### config.mk
export PLATFORM = sky130hd
export DESIGN_NAME = cfu_output_packer_flat
export DESIGN_NICKNAME = d
export VERILOG_FILES = /design/src/rtl/cfu_output_packer_if.sv /design/src/rtl/cfu_output_packer.sv /design/src/flat_wrapper.sv
export SDC_FILE = /design/constraint.sdc
export NUM_CORES = 2
export LEC_CHECK = 0
export BUFFER_PORTS_ARGS = -buffer_cell sky130_fd_sc_hd__buf_2
export CORE_MARGIN = 5
export CORE_UTILIZATION = 61
export DETAILED_ROUTE_END_ITERATION = 16
export PLACE_DENSITY = 0.85
export SLEW_MARGIN = 5
export SYNTH_ARGS = -nofsm -noshare
export SYNTH_HDL_FRONTEND = slang
export SYNTH_SLANG_ARGS = --single-unit
### constraint.sdc
create_clock -name clk -period 16.3 [get_ports clk]
set_input_delay 2.445 -clock clk [delete_from_list [all_inputs] [get_ports clk]]
set_output_delay 2.445 -clock clk [all_outputs]
set_load 0.03 [all_outputs]
### src/rtl/cfu_output_packer_if.sv
// Byte-result, CPU command and response signals between the accelerator, the CPU
// side and the output packer.
interface cfu_output_packer_if #(
  parameter int unsigned ADDR_W = 6
);
  logic              clear;
  logic              res_valid;
  logic [7:0]        res_data;
  logic              res_last;
  logic              res_ready;
  logic              cmd_valid;
  logic              cmd_ready;
  logic              rsp_valid;
  logic [31:0]       rsp_data;
  logic              rsp_ready;
  logic [ADDR_W:0]   count;
  logic              empty;

  modport master (
    output clear, res_valid, res_data, res_last, cmd_valid, rsp_ready,
    input  res_ready, cmd_ready, rsp_valid, rsp_data, count, empty
  );

  modport slave (
    input  clear, res_valid, res_data, res_last, cmd_valid, rsp_ready,
    output res_ready, cmd_ready, rsp_valid, rsp_data, count, empty
  );
endinterface

### src/rtl/cfu_output_packer.sv
// Packs accelerator result bytes little-endian into 32-bit words, buffers them in a
// block-RAM FIFO and returns them to the CPU through a command/response handshake.
module cfu_output_packer #(
  parameter int unsigned DEPTH  = 64,
  parameter int unsigned ADDR_W = 6
) (
  input logic               clk,
  input logic               rst,
  cfu_output_packer_if.slave bus
);
  localparam int unsigned CNT_W = ADDR_W + 1;

  typedef enum logic [1:0] {IDLE, READ, RESP} state_t;

  state_t            state;
  logic [31:0]       mem [DEPTH];
  logic [ADDR_W-1:0] wr_ptr;
  logic [ADDR_W-1:0] rd_ptr;
  logic [ADDR_W-1:0] rd_addr;
  logic [1:0]        lane;
  logic [31:0]       pack;
  logic [CNT_W-1:0]  count;
  logic              empty;
  logic              res_ready;
  logic              cmd_ready;
  logic              rsp_valid;
  logic [31:0]       rsp_data;

  logic              flush;
  logic              accept_byte;
  logic              push;
  logic              pop;
  logic [31:0]       byte_word;
  logic [31:0]       push_word;
  logic [CNT_W-1:0]  count_n;

  assign bus.count     = count;
  assign bus.empty     = empty;
  assign bus.res_ready = res_ready;
  assign bus.cmd_ready = cmd_ready;
  assign bus.rsp_valid = rsp_valid;
  assign bus.rsp_data  = rsp_data;

  // Lanes above the current one are always zero in pack, so OR-ing in the new byte
  // yields the zero-padded word for a short burst.
  assign flush       = rst | bus.clear;
  assign accept_byte = bus.res_valid & res_ready;
  assign push        = accept_byte & ((lane == 2'd3) | bus.res_last);
  assign pop         = bus.cmd_valid & cmd_ready;
  assign byte_word   = 32'(bus.res_data) << {lane, 3'b000};
  assign push_word   = pack | byte_word;
  assign count_n     = count + CNT_W'(push) - CNT_W'(pop);

  // Byte packer and write pointer.
  always_ff @(posedge clk) begin
    if (flush) begin
      lane   <= 2'd0;
      pack   <= 32'd0;
      wr_ptr <= '0;
    end else if (accept_byte) begin
      if (push) begin
        lane   <= 2'd0;
        pack   <= 32'd0;
        wr_ptr <= wr_ptr + ADDR_W'(1);
      end else begin
        lane   <= lane + 2'd1;
        pack   <= push_word;
      end
    end
  end

  // FIFO storage; no reset so it maps onto block RAM.
  always_ff @(posedge clk) begin
    if (push && !flush) begin
      mem[wr_ptr] <= push_word;
    end
  end

  // Read FSM, occupancy tracking and registered status outputs.
  always_ff @(posedge clk) begin
    if (flush) begin
      state     <= IDLE;
      rd_ptr    <= '0;
      rd_addr   <= '0;
      count     <= '0;
      empty     <= 1'b1;
      res_ready <= 1'b1;
      cmd_ready <= 1'b0;
      rsp_valid <= 1'b0;
      rsp_data  <= 32'd0;
    end else begin
      count     <= count_n;
      empty     <= (count_n == '0);
      res_ready <= (count_n != CNT_W'(DEPTH));
      case (state)
        IDLE: begin
          if (pop) begin
            rd_addr   <= rd_ptr;
            rd_ptr    <= rd_ptr + ADDR_W'(1);
            cmd_ready <= 1'b0;
            state     <= READ;
          end else begin
            cmd_ready <= (count_n != '0);
          end
        end
        READ: begin
          rsp_data  <= mem[rd_addr];
          rsp_valid <= 1'b1;
          cmd_ready <= 1'b0;
          state     <= RESP;
        end
        RESP: begin
          if (bus.rsp_ready) begin
            rsp_valid <= 1'b0;
            cmd_ready <= (count_n != '0);
            state     <= IDLE;
          end else begin
            cmd_ready <= 1'b0;
          end
        end
        default: begin
          rsp_valid <= 1'b0;
          cmd_ready <= 1'b0;
          state     <= IDLE;
        end
      endcase
    end
  end
endmodule
### src/flat_wrapper.sv
// flat-port wrapper written by rule: the top's interface ports become plain ports
module cfu_output_packer_flat 
#(
  parameter int unsigned DEPTH  = 64,
  parameter int unsigned ADDR_W = 6
)
  (clk, rst, bus_clear, bus_res_valid, bus_res_data, bus_res_last, bus_cmd_valid, bus_rsp_ready, bus_res_ready, bus_cmd_ready, bus_rsp_valid, bus_rsp_data, bus_count, bus_empty);
  cfu_output_packer_if #(.ADDR_W(ADDR_W)) bus_i ();
  input logic clk;
  input logic rst;
  input wire logic [$bits(bus_i.clear)-1:0] bus_clear;
  input wire logic [$bits(bus_i.res_valid)-1:0] bus_res_valid;
  input wire logic [$bits(bus_i.res_data)-1:0] bus_res_data;
  input wire logic [$bits(bus_i.res_last)-1:0] bus_res_last;
  input wire logic [$bits(bus_i.cmd_valid)-1:0] bus_cmd_valid;
  input wire logic [$bits(bus_i.rsp_ready)-1:0] bus_rsp_ready;
  output wire logic [$bits(bus_i.res_ready)-1:0] bus_res_ready;
  output wire logic [$bits(bus_i.cmd_ready)-1:0] bus_cmd_ready;
  output wire logic [$bits(bus_i.rsp_valid)-1:0] bus_rsp_valid;
  output wire logic [$bits(bus_i.rsp_data)-1:0] bus_rsp_data;
  output wire logic [$bits(bus_i.count)-1:0] bus_count;
  output wire logic [$bits(bus_i.empty)-1:0] bus_empty;
  assign bus_i.clear = bus_clear;
  assign bus_i.res_valid = bus_res_valid;
  assign bus_i.res_data = bus_res_data;
  assign bus_i.res_last = bus_res_last;
  assign bus_i.cmd_valid = bus_cmd_valid;
  assign bus_i.rsp_ready = bus_rsp_ready;
  assign bus_res_ready = bus_i.res_ready;
  assign bus_cmd_ready = bus_i.cmd_ready;
  assign bus_rsp_valid = bus_i.rsp_valid;
  assign bus_rsp_data = bus_i.rsp_data;
  assign bus_count = bus_i.count;
  assign bus_empty = bus_i.empty;
  cfu_output_packer #(.DEPTH(DEPTH), .ADDR_W(ADDR_W)) u_core (.clk(clk), .rst(rst), .bus(bus_i));
endmodule
[Yosys cells after proc, flatten, opt, wreduce, memory -nomap -nowiden]
Memory sizes are Yosys's and may differ from the RTL's. A register that Yosys moved wholly into a read port is not among the register bits.
Index checks and enable logic that the tools add are counted.
Storage, ports and cells
  memories: 1
  word-level logic and storage cells: 52
  input bits: 15
  output and inout port bits: 43
  register bits after elaboration: 65
  bits in writable memories: 2048
Cells by class
  bitwise gates (word level): 7
  eq/ne operators: 6
  $add $sub $neg: 5
  shift-type cells: 1
  mux-type cells: 12
  reduce and logical (&&, ||, !) cells: 9
Memory list
  u_core.mem: words 64, width 32, rd ports 1, clocked after memory_dff 1, write ports 1, RTL line cfu_output_packer.sv:16  | logic [31:0] mem [DEPTH];
Operator list (number)
  $mux W32: 1
  $or A32 B32 Y32: 1
  $shl A8 B5 Y32: 1
  $add A6 B1 Y6 const B: 2
  $reduce_and A2 Y1: 4
  $add A7 B1 Y7: 1
  $logic_not A7 Y1: 1
  $ne A7 B7 Y1 const B: 1
  $reduce_bool A7 Y1: 1
  $sub A7 B1 Y7: 1
  $mux W2: 3
  $pmux W2 S3: 1
  $mux W1: 5
  $eq A2 B2 Y1 const B: 2
  $and A1 B1 Y1: 3
  $pmux W1 S3: 1
  $add A2 B1 Y2 const B: 1
  $eq A2 B1 Y1 const B: 1
  $logic_not A2 Y1: 1
  $ne A2 B1 Y1 const B: 1
  $ne A2 B2 Y1 const B: 1
  $or A1 B1 Y1: 2
  $pmux W1 S2: 1
  $logic_and A1 B1 Y1: 1
  other kinds (2): 2

[Logic depth before layout (Yosys ltp)]
  depth in word-level cells: 8
  gate-level depth with buffers: 12
  gate-level depth less buffers: 11

[Worst setup path before layout]
No wires, ideal clock.
  kind: input -> register
  start: in bus_res_valid
  end: mem u_core.mem[1][0], enable pin
  path buffers: 1
  arrival time: 6608 ps
  slack: 9190 ps
  required time: 15798 ps
  library setup time: 502 ps
  stages on the path: 6
  path through: and2_1 -> clkbuf_1 -> o21ai_1 -> nor2_1 -> nand3_1 -> nor4_1
Between the ends
  cells in the longest elaborated chain, start to end: 5
RTL lines
  start: declaration: RTL line flat_wrapper.sv:12  | input wire logic [$bits(bus_i.res_valid)-1:0] bus_res_valid;
  $and A1 B1 Y1: RTL line cfu_output_packer.sv:47  | assign accept_byte = bus.res_valid & res_ready;
  $and A1 B1 Y1: RTL line cfu_output_packer.sv:48  | assign push = accept_byte & ((lane == 2'd3) | bus.res_last);
  $logic_and A1 B1 Y1: RTL line cfu_output_packer.sv:74  | if (push && !flush) begin
  $mux W1: RTL line cfu_output_packer.sv:74
  $mux W1 (not written as such): RTL line cfu_output_packer.sv:75  | mem[wr_ptr] <= push_word;
  end: declaration: RTL line cfu_output_packer.sv:16
No other way between the ends.

==> flow_summary.ini <==
[timing]
max_freq_mhz = 169.3
setup_tns_ns = 0
rsz0062_at_grt = false
hold_viol_final = 0
clock-skew-final_ns = 0.04289
setup_violations = 0
fin_crit_sh_pct = 36.23
slew_viol_final = 8
worst_pin_slew_ns = 1.605
slew_headroom_pct = -7.243
fin_crit_ns = 5.905

[layout]
areaGrowthSynthToFinish_pct = 10.91
fillers = 7489
nNetsFinal = 4096
seqCellArea_sq_um = 63460
drive_gt1_share_pct = 23.48
multiInputGateArea_sq_um = 18040
layout.cells.non_filler = 6017

[critical_path]
r2r-start = u_core.rd_addr[0]
r2r_cells = 9
r2r_slack_ns = 10.39
cp-startpoint = u_core.rd_addr[0]
startpoint_type = flip-flop
worstPathRequired_ns = 16.97
crit_fanout = 101
r2r_end = u_core.bus.rsp_data[3]
crit_end = u_core.bus.rsp_data[3]
path_class = reg2reg
cp-end-kind = flip-flop
arrival_ns = 6.58

[min_path]
hp-class = reg2reg
hold_start = u_core.rd_ptr[5]

[run_status]
status = finished with violations
violations = max-capacitance violations, max-slew violations

[die]
fp-row-count = 134
die_x_um = 377.1
ioPinCount = 58
die_h_um = 377.1
start_util_pct = 61.52
design.core.area_sq_um = 133600
die_area_sq_um = 142200

[global_routing]
grt_pass1_wl_um = 327500
grt_max_degree = 119
antenna_found_initial = 22
grt_overflow = 0
grt_usage_pct = 32.89
grt_pass1_vias = 44020

[routing]
postRouteAntennaNets = 0
drtIter0Drc = 8700
num_vias = 45030
first_pass_iters = 7
postRouteWirelength_um = 232300
drc = 0
drt-wirelength-per-cell_um = 38.61
vias_per_cell = 7.484

[placement]
dp_cells = 5640
port_buffers = 57
hpwl_um = 127300
gp_congestion = 0.9502

[power_and_ir_drop]
leakage_nw = 25.89
power_density_nw_per_um2 = 118.4
ir_worst_vdd_v = 0.0001113

[clock_network]
clk_pin_slew_ns = 0.06
cts_resized = 0
htree_num_levels = 4
tritoncts = built
hold_buffers = 0
cts-buffers-inserted = 197
cts_sinks = 2145
insertion_delay_ns = 0.85
post_cts_buffers = 0
cts_root_buffer = clkbuf_16
clockBufferDepth = 3

[logic_synthesis]
avgSynthCellArea_sq_um = 20.78
ys_types = 71
syn_area_sq_um = 82200
yosys_register_bits = 2145
synth-async-reset-ratio_pct = 0
yosys_most_used_dff = edfxtp_1
synth-edff-count = 2048
ys_seq_area_share_pct = 77.18
ys.warnings.count = 0
synth_fp_nets = 3980
synthCells = 3955

[flow_run]
cap_violations = 1
## registers in the layout, indices dropped and copies added (netlist names)
register              count
u_core.bus.rsp_valid      1
u_core.pack              32
u_core.lane               2
u_core.wr_ptr             6
u_core.bus.cmd_ready      1
u_core.rd_addr            6
u_core.bus.count          7
u_core.state              2
u_core.bus.empty          1
u_core.mem             2048
u_core.bus.res_ready      1
u_core.bus.rsp_data      32
u_core.rd_ptr             6
## layout make-up
| type | instances | area share, % |
|---|---|---|
| Clock buffer | 266 | 5.886 |
| Sequential cell | 2145 | 69.60 |
| Timing Repair Buffer | 153 | 1.172 |
| Multi-Input combinational cell | 1564 | 19.78 |
| Clock inverter | 100 | 1.064 |
| Antenna cell | 11 | 0.03019 |
| Inverter | 10 | 0.04117 |
| Tap cell | 1768 | 2.426 |
## power by group
group	leakage, nW	internal [W]	switching (W)
registers	17.5	0.00601	0.00000713
logic	5.26	0.0000379	0.000133
clock network	3.11	0.00258	0.00203
total	25.9	0.00862	0.00217
## critical path, cell delays in order (launching register included)
cell	delay, ns
dfxtp_4	0.81
buf_12	0.69
buf_4	0.82
buf_4	0.77
buf_4	0.76
mux2_1	0.38
a221oi_1	0.40
a2bb2oi_1	0.12
o311ai_0	0.59
nand2_1	0.13
## cell usage in the layout, fill, tap and decap left out, types with 11 or more instances in the layout
cell,netlist,layout
a211oi_1,20,20
a21o_2,0,25
a21oi_1,98,98
a22o_1,18,18
a22oi_1,102,102
a31oi_1,18,18
and2_1,19,18
buf_2,68,57
buf_4,32,91
bufinv_16,0,17
clkbuf_1,101,55
clkbuf_16,0,202
clkinv_1,1,32
clkinv_2,0,35
dfxtp_1,97,93
diode_2,0,11
edfxtp_1,2048,2048
mux2_2,21,21
mux2i_1,184,184
mux4_2,417,417
nand2_1,93,92
nand3_1,30,30
nand4_1,19,19
nor2_1,137,73
nor2_4,0,63
nor2b_1,20,17
nor3_1,18,16
o2111a_1,33,33
o21ai_0,26,26
o221ai_1,48,48
o22ai_1,49,49
or4_1,12,12
## cells by family after synthesis
family	after synthesis	share of synthesized area, %
compound gates	523	4.658
xor+xnor	13	0.1385
fa+ha+maj	10	0.1613
buf+inv	246	1.601
flops	2145	77.18
mux	623	13.97
simple gates	395	2.300
## per-stage QoR
step / hold WS [ns] / worst slack (ns) / total power [W] / utilization [%] / area (sq um)
after floorplan: 0.4436 / 9.190 / 0.006223 / - / 82200
after global placement: 0.4620 / 10.42 / 0.006286 / 63.47 / 84810
after detailed placement: 0.4630 / 10.34 / 0.006293 / 63.47 / 84810
after CTS: 0.4738 / 10.32 / 0.01078 / 68.21 / 91150
after global routing: 0.5114 / 9.994 / 0.01105 / 68.21 / 91150
final: 0.4811 / 10.39 / 0.01079 / 68.23 / 91170
## synthesized netlist by cell type (all sizes together), types with 4 or more instances
| cell | count | share of area [%] |
|---|---|---|
| a211o | 4 | 0.043 |
| a211oi | 20 | 0.18 |
| a21o | 36 | 0.33 |
| a21oi | 98 | 0.60 |
| a22o | 18 | 0.19 |
| a22oi | 102 | 0.93 |
| a31oi | 18 | 0.14 |
| a32o | 4 | 0.049 |
| a32oi | 6 | 0.064 |
| and2 | 19 | 0.14 |
| and3 | 4 | 0.030 |
| buf | 135 | 1.1 |
| clkbuf | 101 | 0.46 |
| dfxtp | 97 | 2.4 |
| edfxtp | 2048 | 75 |
| ha | 9 | 0.14 |
| inv | 9 | 0.041 |
| mux2 | 22 | 0.30 |
| mux2i | 184 | 2.2 |
| mux4 | 417 | 11 |
| nand2 | 93 | 0.42 |
| nand2b | 6 | 0.046 |
| nand3 | 30 | 0.18 |
| nand3b | 4 | 0.037 |
| nand4 | 19 | 0.14 |
| nor2 | 137 | 0.63 |
| nor2b | 20 | 0.15 |
| nor3 | 19 | 0.12 |
| nor4 | 6 | 0.046 |
| o2111a | 33 | 0.45 |
| o211a | 8 | 0.097 |
| o211ai | 7 | 0.064 |
| o21a | 10 | 0.091 |
| o21ai | 28 | 0.17 |
| o221ai | 48 | 0.51 |
| o22a | 4 | 0.043 |
| o22ai | 49 | 0.37 |
| o311ai | 6 | 0.064 |
| o31ai | 4 | 0.037 |
| or2 | 10 | 0.076 |
| or3 | 6 | 0.046 |
| or4 | 12 | 0.11 |
| xor2 | 10 | 0.11 |
## worst min path at each step
stage	endpoint	slack, ns	depth (start not counted)
2_1_floorplan	u_core.rd_addr[5]	0.44	2
3_3_place_gp	u_core.rd_addr[5]	0.46	2
3_5_place_dp	u_core.rd_addr[5]	0.46	2
4_1_cts	u_core.rd_addr[5]	0.47	2
5_1_grt	u_core.rd_addr[5]	0.51	2
6_report	u_core.rd_addr[5]	0.48	2
## routing by layer
layer | track usage (%) | vias to the layer above | wire (um)
li1 | - | 16790 | -
met1 | 43.39 | 22790 | 74740
met2 | 48.14 | 4517 | 103400
met3 | 12.54 | 921 | 37600
met4 | 17.76 | 12 | 16410
met5 | 0.4717 | - | 177
(Power assumes the default switching activity.)
